===== config.mk =====
export PLATFORM = sky130hd
export DESIGN_NAME = led_blink_code_flat
export DESIGN_NICKNAME = d
export VERILOG_FILES = /design/src/rtl/led_blink_code_if.sv /design/src/rtl/led_blink_code.sv /design/src/flat_wrapper.sv
export SDC_FILE = /design/constraint.sdc
export NUM_CORES = 1
export LEC_CHECK = 0
export BUFFER_PORTS_ARGS = -buffer_cell sky130_fd_sc_hd__clkbuf_2
export CORE_MARGIN = 8
export CORE_UTILIZATION = 40
export DETAILED_ROUTE_END_ITERATION = 10
export SYNTH_ARGS = -nofsm -noshare
export SYNTH_HDL_FRONTEND = slang
export SYNTH_SLANG_ARGS = --single-unit
export TNS_END_PERCENT = 30

===== constraint.sdc =====
create_clock -name clk -period 2.85 [get_ports clk]
set_clock_uncertainty 0.2 [all_clocks]
set_input_delay 0.57 -clock clk [delete_from_list [all_inputs] [get_ports clk]]
set_output_delay 0.57 -clock clk [all_outputs]
set_load 0.02 [all_outputs]

===== src/rtl/led_blink_code_if.sv =====
// led_blink_code_if: start/code request and LED/busy/done status of the blink-code driver.
interface led_blink_code_if #(
    parameter int CODE_W = 4
);
    logic              start;
    logic [CODE_W-1:0] code;
    logic              repeat_en;
    logic              abort;
    logic              led;
    logic              busy;
    logic              done;

    modport master (output start, code, repeat_en, abort, input led, busy, done);
    modport slave  (input start, code, repeat_en, abort, output led, busy, done);
endinterface


===== src/rtl/led_blink_code.sv =====
// led_blink_code: plays a numeric code as N LED blinks followed by a dark gap, optionally repeating.
module led_blink_code #(
    parameter int ON_CYCLES      = 25_000_000,
    parameter int OFF_CYCLES     = 25_000_000,
    parameter int GAP_CYCLES     = 100_000_000,
    parameter int CODE_W         = 4,
    parameter int LED_ACTIVE_LOW = 0
) (
    input logic             clk,
    input logic             reset,
    led_blink_code_if.slave bus
);
    localparam int MAX_C = (ON_CYCLES > OFF_CYCLES) ?
                           ((ON_CYCLES > GAP_CYCLES) ? ON_CYCLES : GAP_CYCLES) :
                           ((OFF_CYCLES > GAP_CYCLES) ? OFF_CYCLES : GAP_CYCLES);
    localparam int CNT_W = (MAX_C > 1) ? $clog2(MAX_C) : 1;
    localparam logic [CNT_W-1:0] ON_LAST  = CNT_W'(ON_CYCLES - 1);
    localparam logic [CNT_W-1:0] OFF_LAST = CNT_W'(OFF_CYCLES - 1);
    localparam logic [CNT_W-1:0] GAP_LAST = CNT_W'(GAP_CYCLES - 1);
    localparam logic POL = (LED_ACTIVE_LOW != 0);

    typedef enum logic [1:0] {IDLE, ON, OFF, GAP} state_t;

    state_t            r_state, w_state;
    logic [CNT_W-1:0]  r_cnt, w_cnt;
    logic [CODE_W-1:0] r_blinks, w_blinks;
    logic [CODE_W-1:0] r_code, w_code;
    logic              r_led, r_busy, r_done, w_done;

    always_comb begin
        w_state  = r_state;
        w_cnt    = r_cnt + 1'b1;
        w_blinks = r_blinks;
        w_code   = r_code;
        w_done   = 1'b0;
        case (r_state)
            IDLE: begin
                w_cnt = '0;
                if (bus.start && !bus.abort) begin
                    if (bus.code != '0) begin
                        w_state  = ON;
                        w_code   = bus.code;
                        w_blinks = bus.code;
                    end else begin
                        w_done = 1'b1;
                    end
                end
            end
            ON: if (r_cnt == ON_LAST) begin
                w_cnt    = '0;
                w_blinks = r_blinks - 1'b1;
                w_state  = (r_blinks == CODE_W'(1)) ? GAP : OFF;
            end
            OFF: if (r_cnt == OFF_LAST) begin
                w_cnt   = '0;
                w_state = ON;
            end
            GAP: if (r_cnt == GAP_LAST) begin
                w_cnt = '0;
                if (bus.repeat_en) begin
                    w_state  = ON;
                    w_blinks = r_code;
                end else begin
                    w_state = IDLE;
                    w_done  = 1'b1;
                end
            end
            default: w_state = IDLE;
        endcase
        // abort overrides every counter transition, including the repeat decision
        if (bus.abort && r_state != IDLE) begin
            w_state = IDLE;
            w_cnt   = '0;
            w_done  = 1'b0;
        end
    end

    always_ff @(posedge clk or posedge reset) begin
        if (reset) begin
            r_state  <= IDLE;
            r_cnt    <= '0;
            r_blinks <= '0;
            r_code   <= '0;
            r_led    <= POL;
            r_busy   <= 1'b0;
            r_done   <= 1'b0;
        end else begin
            r_state  <= w_state;
            r_cnt    <= w_cnt;
            r_blinks <= w_blinks;
            r_code   <= w_code;
            r_led    <= (w_state == ON) ^ POL;
            r_busy   <= (w_state != IDLE);
            r_done   <= w_done;
        end
    end

    assign bus.led  = r_led;
    assign bus.busy = r_busy;
    assign bus.done = r_done;
endmodule

===== src/flat_wrapper.sv =====
// flat-port wrapper written by rule: the top's interface ports become plain ports
module led_blink_code_flat 
#(
    parameter int ON_CYCLES      = 25_000_000,
    parameter int OFF_CYCLES     = 25_000_000,
    parameter int GAP_CYCLES     = 100_000_000,
    parameter int CODE_W         = 4,
    parameter int LED_ACTIVE_LOW = 0
)
  (clk, reset, bus_start, bus_code, bus_repeat_en, bus_abort, bus_led, bus_busy, bus_done);
  led_blink_code_if #(.CODE_W(CODE_W)) bus_i ();
  input logic clk;
  input logic reset;
  input wire logic [$bits(bus_i.start)-1:0] bus_start;
  input wire logic [$bits(bus_i.code)-1:0] bus_code;
  input wire logic [$bits(bus_i.repeat_en)-1:0] bus_repeat_en;
  input wire logic [$bits(bus_i.abort)-1:0] bus_abort;
  output wire logic [$bits(bus_i.led)-1:0] bus_led;
  output wire logic [$bits(bus_i.busy)-1:0] bus_busy;
  output wire logic [$bits(bus_i.done)-1:0] bus_done;
  assign bus_i.start = bus_start;
  assign bus_i.code = bus_code;
  assign bus_i.repeat_en = bus_repeat_en;
  assign bus_i.abort = bus_abort;
  assign bus_led = bus_i.led;
  assign bus_busy = bus_i.busy;
  assign bus_done = bus_i.done;
  led_blink_code #(.ON_CYCLES(ON_CYCLES), .OFF_CYCLES(OFF_CYCLES), .GAP_CYCLES(GAP_CYCLES), .CODE_W(CODE_W), .LED_ACTIVE_LOW(LED_ACTIVE_LOW)) u_core (.clk(clk), .reset(reset), .bus(bus_i));
endmodule

==> qor.csv, run 1 <==
metric;value;unit
core;5440;um^2
die-area;8230;um^2
power;1650;uW
yosys_most_used_dff;dfrtp_1;
hold_buffers;0;
clkSinkCount;40;
arrival;2.43;ns
drive_gt1_frac;0.152;
start_util;0.411;
globalplace.congestion;0.781;
antenna_cells;0;
grt_start_max_net_pins;41;
fin_nets;258;
layout_min_cycle_time;2.41;ns
via_per_inst;5.22;
cts_resized;0;
yosys-top-cells-area;dfrtp_1 (45%), nor2_1 (6.0%), xor2_1 (5.9%);
postCtsSetupBuffers;0;
place_inst;307;
rows;27;
dp_hpwl;3110;um
yosysWarnings;0;
synthArstFlopShare;1.00;
ys_seq_area_frac;0.448;
antenna_found_initial;0;
numCtsBuffers;5;
synth_edf_count;0;
hold_viol_final;0;
die_h;90.7;um
fin_ws;0.444;ns
synth_top_area_frac;0.448;
antenna_left;0;
fmax;416;MHz
rsz0062_at_grt;false;
crit_path_start_kind;flop;
grt-ovfl-total;0;
htreeDepth;2;
fill_cells;531;
synth_area;2230;um^2
max-cap-violations;0;
firstDrtPassIters;4;
end_kind;flop;
fin_crit_sh;0.844;
slew_viol_final;0;
drc_errors;0;
synthCells;226;
wire_per_inst;13.7;um
ir_drop;0.250;mV
fin_cells;315;
cts_root_buf;clkbuf_8;
slew_headroom;0.660;
grt_use_total;0.113;
wl;4300;um
power_density;670;nW/um^2
clkLatencyLatePin;0.29;ns
syn2layout_area_growth;9.85;%
path_class;flop to flop;
pre_cts_ws;0.458;ns
leakage;0.00103;uW
synth_nets;242;
path_clk_slew;0.07;ns
tns;0;ns
cts_tree;yes;
grt_pass1_vias;1670;
synth_area_per_cell;9.89;um^2
ys_ff_latch;40;
ys_types;45;
run_status;finished, final reports clean;
clock_path_buffers;2;
hold_class;primary input to async pin;
synth_top_area_cell;dfrtp_1;
finalSetupViolations;0;
required;2.87;ns
die_x;90.7;um
tightest_slew;0.510;ns
dr.first_iter.drc_count;82;
ioPinCount;12;
grt_pass1_wl;7690;um
vias;1643;
cp_max_fo;5;
numPortBuffers;11;
[state kept, by name, summed over array words and instances, names as in the netlist]
| register | cells |
|---|---|
| u_core.bus.led | 1 |
| u_core.bus.busy | 1 |
| u_core.bus.done | 1 |
| u_core.r_code | 4 |
| u_core.r_blinks | 4 |
| u_core.r_cnt | 27 |
| u_core.r_state | 2 |
[layer usage]
layer / routed length (um) / track usage / vias up
met2: 2100 / 0.188 / 20
li1: - / - / 814
met3: 99 / 0.0233 / 7
met4: 85 / 0.0499 / 0
met5: 0 / 0 / -
met1: 2020 / 0.137 / 802
[worst max-delay path, stage by stage, from the launching register on]
cell and delay, ns:
dfrtp_1 0.39, ha_1 0.23, nand4_1 0.15, or2_1 0.34, nor4_2 0.22, mux2_2 0.38
a31oi_1 0.26, nor2b_1 0.17
[kinds of logic after synthesis]
logic type	after synthesis	share of synthesized area
AOI/OAI and AO/OA	24	0.0750
xor gates and xnor gates	27	0.106
adders and majority gates	7	0.0392
buffers and inverters	17	0.0403
DFF	40	0.448
muxes	5	0.0252
and+or+nand+nor	106	0.267
[power by group]
group	total [uW]	switching, uW	internal (uW)
Clock	389	192	197
Sequential	719	63.0	656
Combinational	538	312	226
Total	1650	567	1080
[layout make-up]
class                           instances  area [um^2]  area share
Multi-Input combinational cell        169         1140       0.466
Tap cell                               72         90.1      0.0367
Timing Repair Buffer                   16         92.6      0.0377
Sequential cell                        40         1000       0.408
Clock buffer                            8         90.1      0.0367
Inverter                               10         37.5      0.0153
[path summary, 6_finish.rpt]
| kind | start | to | slack, ns | depth (start not counted) |
|---|---|---|---|---|
| setup / recovery | u_core.r_cnt[0]$_DFF_PP0_ | u_core.bus.led$_DFF_PP0_ | 0.44 | 7 |
| hold / removal | reset | u_core.r_cnt[24]$_DFF_PP0_ | 0.17 | 3 |
| setup reg to reg | u_core.r_cnt[0]$_DFF_PP0_ | u_core.bus.led$_DFF_PP0_ | 0.44 | 7 |
| hold reg to reg | u_core.r_cnt[0]$_DFF_PP0_ | u_core.r_cnt[0]$_DFF_PP0_ | 0.29 | 1 |
| max in group asynchronous | reset | u_core.r_cnt[10]$_DFF_PP0_ | 1.92 | 3 |
| min in group clk | bus_abort | u_core.bus.done$_DFF_PP0_ | 0.28 | 2 |
[cell usage after synthesis (3+ instances only)]
master     n
ha_1       7
nand4_1    9
o21ai_0    6
xnor2_1   12
nand3_1    7
inv_1     10
clkbuf_1   3
a21oi_1    4
dfrtp_1   40
nor3_1     5
a31oi_1    3
nor2_1    36
and3_1     5
nor4_1     3
mux2_2     5
xor2_1    15
nand2_1   17
a221oi_1   3
buf_6      3
nor2b_1    3
[layout by cell type, fill, tap and decap left out, types with 2 or more instances in the layout]
master and instances:
nand2_1 17, nor3_1 5, o21ai_0 6, or2_1 2, and4_1 2, a22o_1 2
a221oi_1 3, clkbuf_2 11, a21oi_1 4, nor4_1 3, dfrtp_1 40, xnor2_1 12
and3_1 5, clkbuf_8 6, nor2b_1 3, nor4b_1 2, clkbuf_1 2, ha_1 7
mux2_2 5, buf_4 5, nor4_2 2, inv_1 10, nand4_1 9, a31oi_1 3
nor2_1 36, nand3_1 7, xor2_1 15
[metrics by stage]
stage,area (um^2),util,hold WS (ns)
floorplan,2230,-,0.250
global placement,2360,0.435,0.269
detailed placement,2360,0.435,0.282
CTS,2450,0.451,0.199
global route,2450,0.451,0.237
finish,2450,0.451,0.169
Note: power is estimated with default switching activity, not from simulation.
==> run 2: changes to the inputs <==
==> constraint.sdc (replaced) <==
create_clock -name clk -period 2.32 [get_ports clk]
set_clock_uncertainty 0.2 [all_clocks]
set_input_delay 0.464 -clock clk [delete_from_list [all_inputs] [get_ports clk]]
set_output_delay 0.464 -clock clk [all_outputs]
set_load 0.02 [all_outputs]
==> qor.csv, run 2 (synthesis gave the netlist of run 1 again) <==
metric;value;unit;change
arrival;2.28;ns;-0.15 ns
p_switching;766;uW;+35%
vias;1722;;+4.8%
start_util;0.411;;unchanged
r2r-start;u_core.r_cnt[1]$_DFF_PP0_;;
power_frac_seq;0.399;;-0.038
die-area;8230;um^2;unchanged
rows;27;;unchanged
antenna_cells;0;;unchanged
tightest_slew;0.504;ns;-0.00643 ns
grt_start_max_net_pins;41;;unchanged
cp_max_fo;5;;unchanged
layout_commonest_cell;dfrtp_1;;
crit_path_start_kind;flop;;
die_h;90.7;um;unchanged
fin_area;2700;um^2;+9.9%
power_density;820;nW/um^2;+22%
final_cell_mix;dfrtp_1 (40), nor2_1 (36), buf_4 (22);;
die_x;90.7;um;unchanged
leakage;0.00117;uW;+14%
reg_top3;u_core.r_cnt: 27 flops, u_core.r_blinks: 4 flops, u_core.r_code: 4 flops;;
cts_tree;yes;;
cp_slowest_cell;dfrtp_1;;
hold_class;primary input to async pin;;
fill_cells;517;;-2.6%
critical_path.endpoint;u_core.bus.led$_DFF_PP0_;;
clock_path_buffers;2;;unchanged
wl;4820;um;+12%
via_per_inst;5.17;;-0.86%
fin_crit_sh;0.971;;+0.127
ir_drop;0.409;mV;+64%
cp_cell_sequence;ha_2 -> nand4_1 -> or2_4 -> nor4_4 -> mux2_4 -> a31oi_4 -> nor2b_1;;
layout_min_cycle_time;2.25;ns;-0.152 ns
end_kind;flop;;
fin_nets;276;;+7.0%
required;2.34;ns;-0.53 ns
max-cap-violations;0;;unchanged
path_class;flop to flop;;
tns;0;ns;unchanged
slew_viol_final;0;;unchanged
drc_errors;0;;unchanged
p_comb_frac;0.343;;+0.016
ioPinCount;12;;unchanged
setup.worst_path.start;u_core.r_cnt[1]$_DFF_PP0_;;
placedInstanceArea;2490;um^2;+5.3%
swShare;0.346;;+0.00175
wire_per_inst;14.5;um;+5.8%
drive_gt1_frac;0.253;;+0.101
rsz0062_at_grt;true;;
slew_headroom;0.664;;+0.00429
pre_cts_ws;0.0106;ns;-0.447 ns
globalplace.congestion;0.791;;+1.3%
cts_root_buf;clkbuf_8;;
numCtsBuffers;5;;unchanged
fmax;444;MHz;+6.7%
r2r_slack;0.07;ns;-0.38 ns
hold_viol_final;0;;unchanged
critPathBufInv;0;;unchanged
worstSetupPathDepth;7;;unchanged
dp_hpwl;3430;um;+10%
path_clk_slew;0.08;ns;about the same
fin_ws;0.0663;ns;-0.378 ns
grt_pass1_wl;8160;um;+6.2%
regMostFlops;u_core.r_cnt;;
clkLatencyLatePin;0.29;ns;about the same
numPortBuffers;11;;unchanged
htreeDepth;2;;unchanged
grt-ovfl-total;0;;unchanged
finalSetupViolations;0;;unchanged
antenna_found_initial;0;;unchanged
crit_family;simple AND/OR/NAND/NOR gates;;
grt_pass1_vias;1701;;+1.9%
run_status;finished, final reports clean;;
pwr-share-clk;0.258;;+0.022
rr_endpoint;u_core.bus.led$_DFF_PP0_;;
core;5440;um^2;unchanged
internal-power;1450;uW;+34%
grt_use_total;0.122;;+0.00869
largest_register_ffs;27;;unchanged
syn2layout_area_growth;20.8;%;
reg2regPathDepth;7;;unchanged
clkSinkCount;40;;unchanged
firstDrtPassIters;4;;unchanged
antenna_left;0;;unchanged
dr.first_iter.drc_count;91;;+11%
crit_path_max_incr_delay;0.38;ns;about the same
run 2: cell count changes in the layout (fill, tap and decap cells not counted), moves of 2 or more:
| cell | delta |
|---|---|
| clkbuf_1 | -2 |
| nor4b_2 | +2 |
| nor4b_1 | -2 |
| buf_4 | +17 |
| a31oi_1 | -2 |
| a31oi_4 | +2 |
run 2: timing repair:
item / CTS / global route
endpoints found under the hold margin: 0 / 0
hold buffers: 0 / 0
pin swaps: 0 / 8
endpoints found under the setup margin: 1 / 22
gates resized for setup: 1 / 12
setup buffers: 0 / 3
run 2: final cells by class:
type,instances,area [um^2],share of cell area
multi-input cells,169,1220,0.452
flip-flops and latches,40,1000,0.371
repair buffers,34,240,0.0890
well taps,72,90.1,0.0334
clock buffers,5,68.8,0.0255
clock inverters,3,42.5,0.0158
inverters,10,37.5,0.0139
run 2: worst min-delay path by stage:
stage | start | end | slack (ns) | depth (start not counted)
floorplan | u_core.r_cnt[0]$_DFF_PP0_ | u_core.r_cnt[0]$_DFF_PP0_ | 0.25 | 1
global placement | u_core.r_code[0]$_DFFE_PP0P_ | u_core.r_code[0]$_DFFE_PP0P_ | 0.28 | 1
detailed placement | u_core.r_code[0]$_DFFE_PP0P_ | u_core.r_code[0]$_DFFE_PP0P_ | 0.29 | 1
CTS | reset | u_core.r_blinks[0]$_DFFE_PP0P_ | 0.09 | 3
global route | reset | u_core.r_blinks[2]$_DFFE_PP0P_ | 0.12 | 3
finish | reset | u_core.r_cnt[18]$_DFF_PP0_ | 0.07 | 3
run 2: tightest hold or removal path: stages:
cell      delay [ns]
clkbuf_2        0.08
inv_1           0.04
buf_4           0.43
run 2: routing by layer:
| metal | up-vias | global-route usage | wire length, um |
|---|---|---|---|
| li1 | 853 | - | - |
| met1 | 832 | 0.156 | 2230 |
| met2 | 32 | 0.197 | 2350 |
| met3 | 5 | 0.0233 | 171 |
| met4 | 0 | 0.0458 | 56 |
| met5 | - | 0 | 0 |
run 2: per-stage QoR:
| stage | cells | util | hold slack, ns | total power, uW |
|---|---|---|---|---|
| 2_1_floorplan | 226 | - | 0.250 | 1420 |
| 3_3_place_gp | 322 | 0.458 | 0.280 | 1590 |
| 3_5_place_dp | 322 | 0.458 | 0.289 | 1600 |
| 4_1_cts | 330 | 0.479 | 0.0884 | 2190 |
| 5_1_grt | 333 | 0.496 | 0.124 | 2380 |
| 6_report | 333 | 0.496 | 0.0697 | 2210 |
run 2: power groups by stage:
stage	Combinational [uW]	Sequential, uW	Clock [uW]
finish	758	884	571
global route	860	900	621
CTS	718	884	584
detailed placement	702	898	0
global placement	692	893	0
floorplan	518	899	0
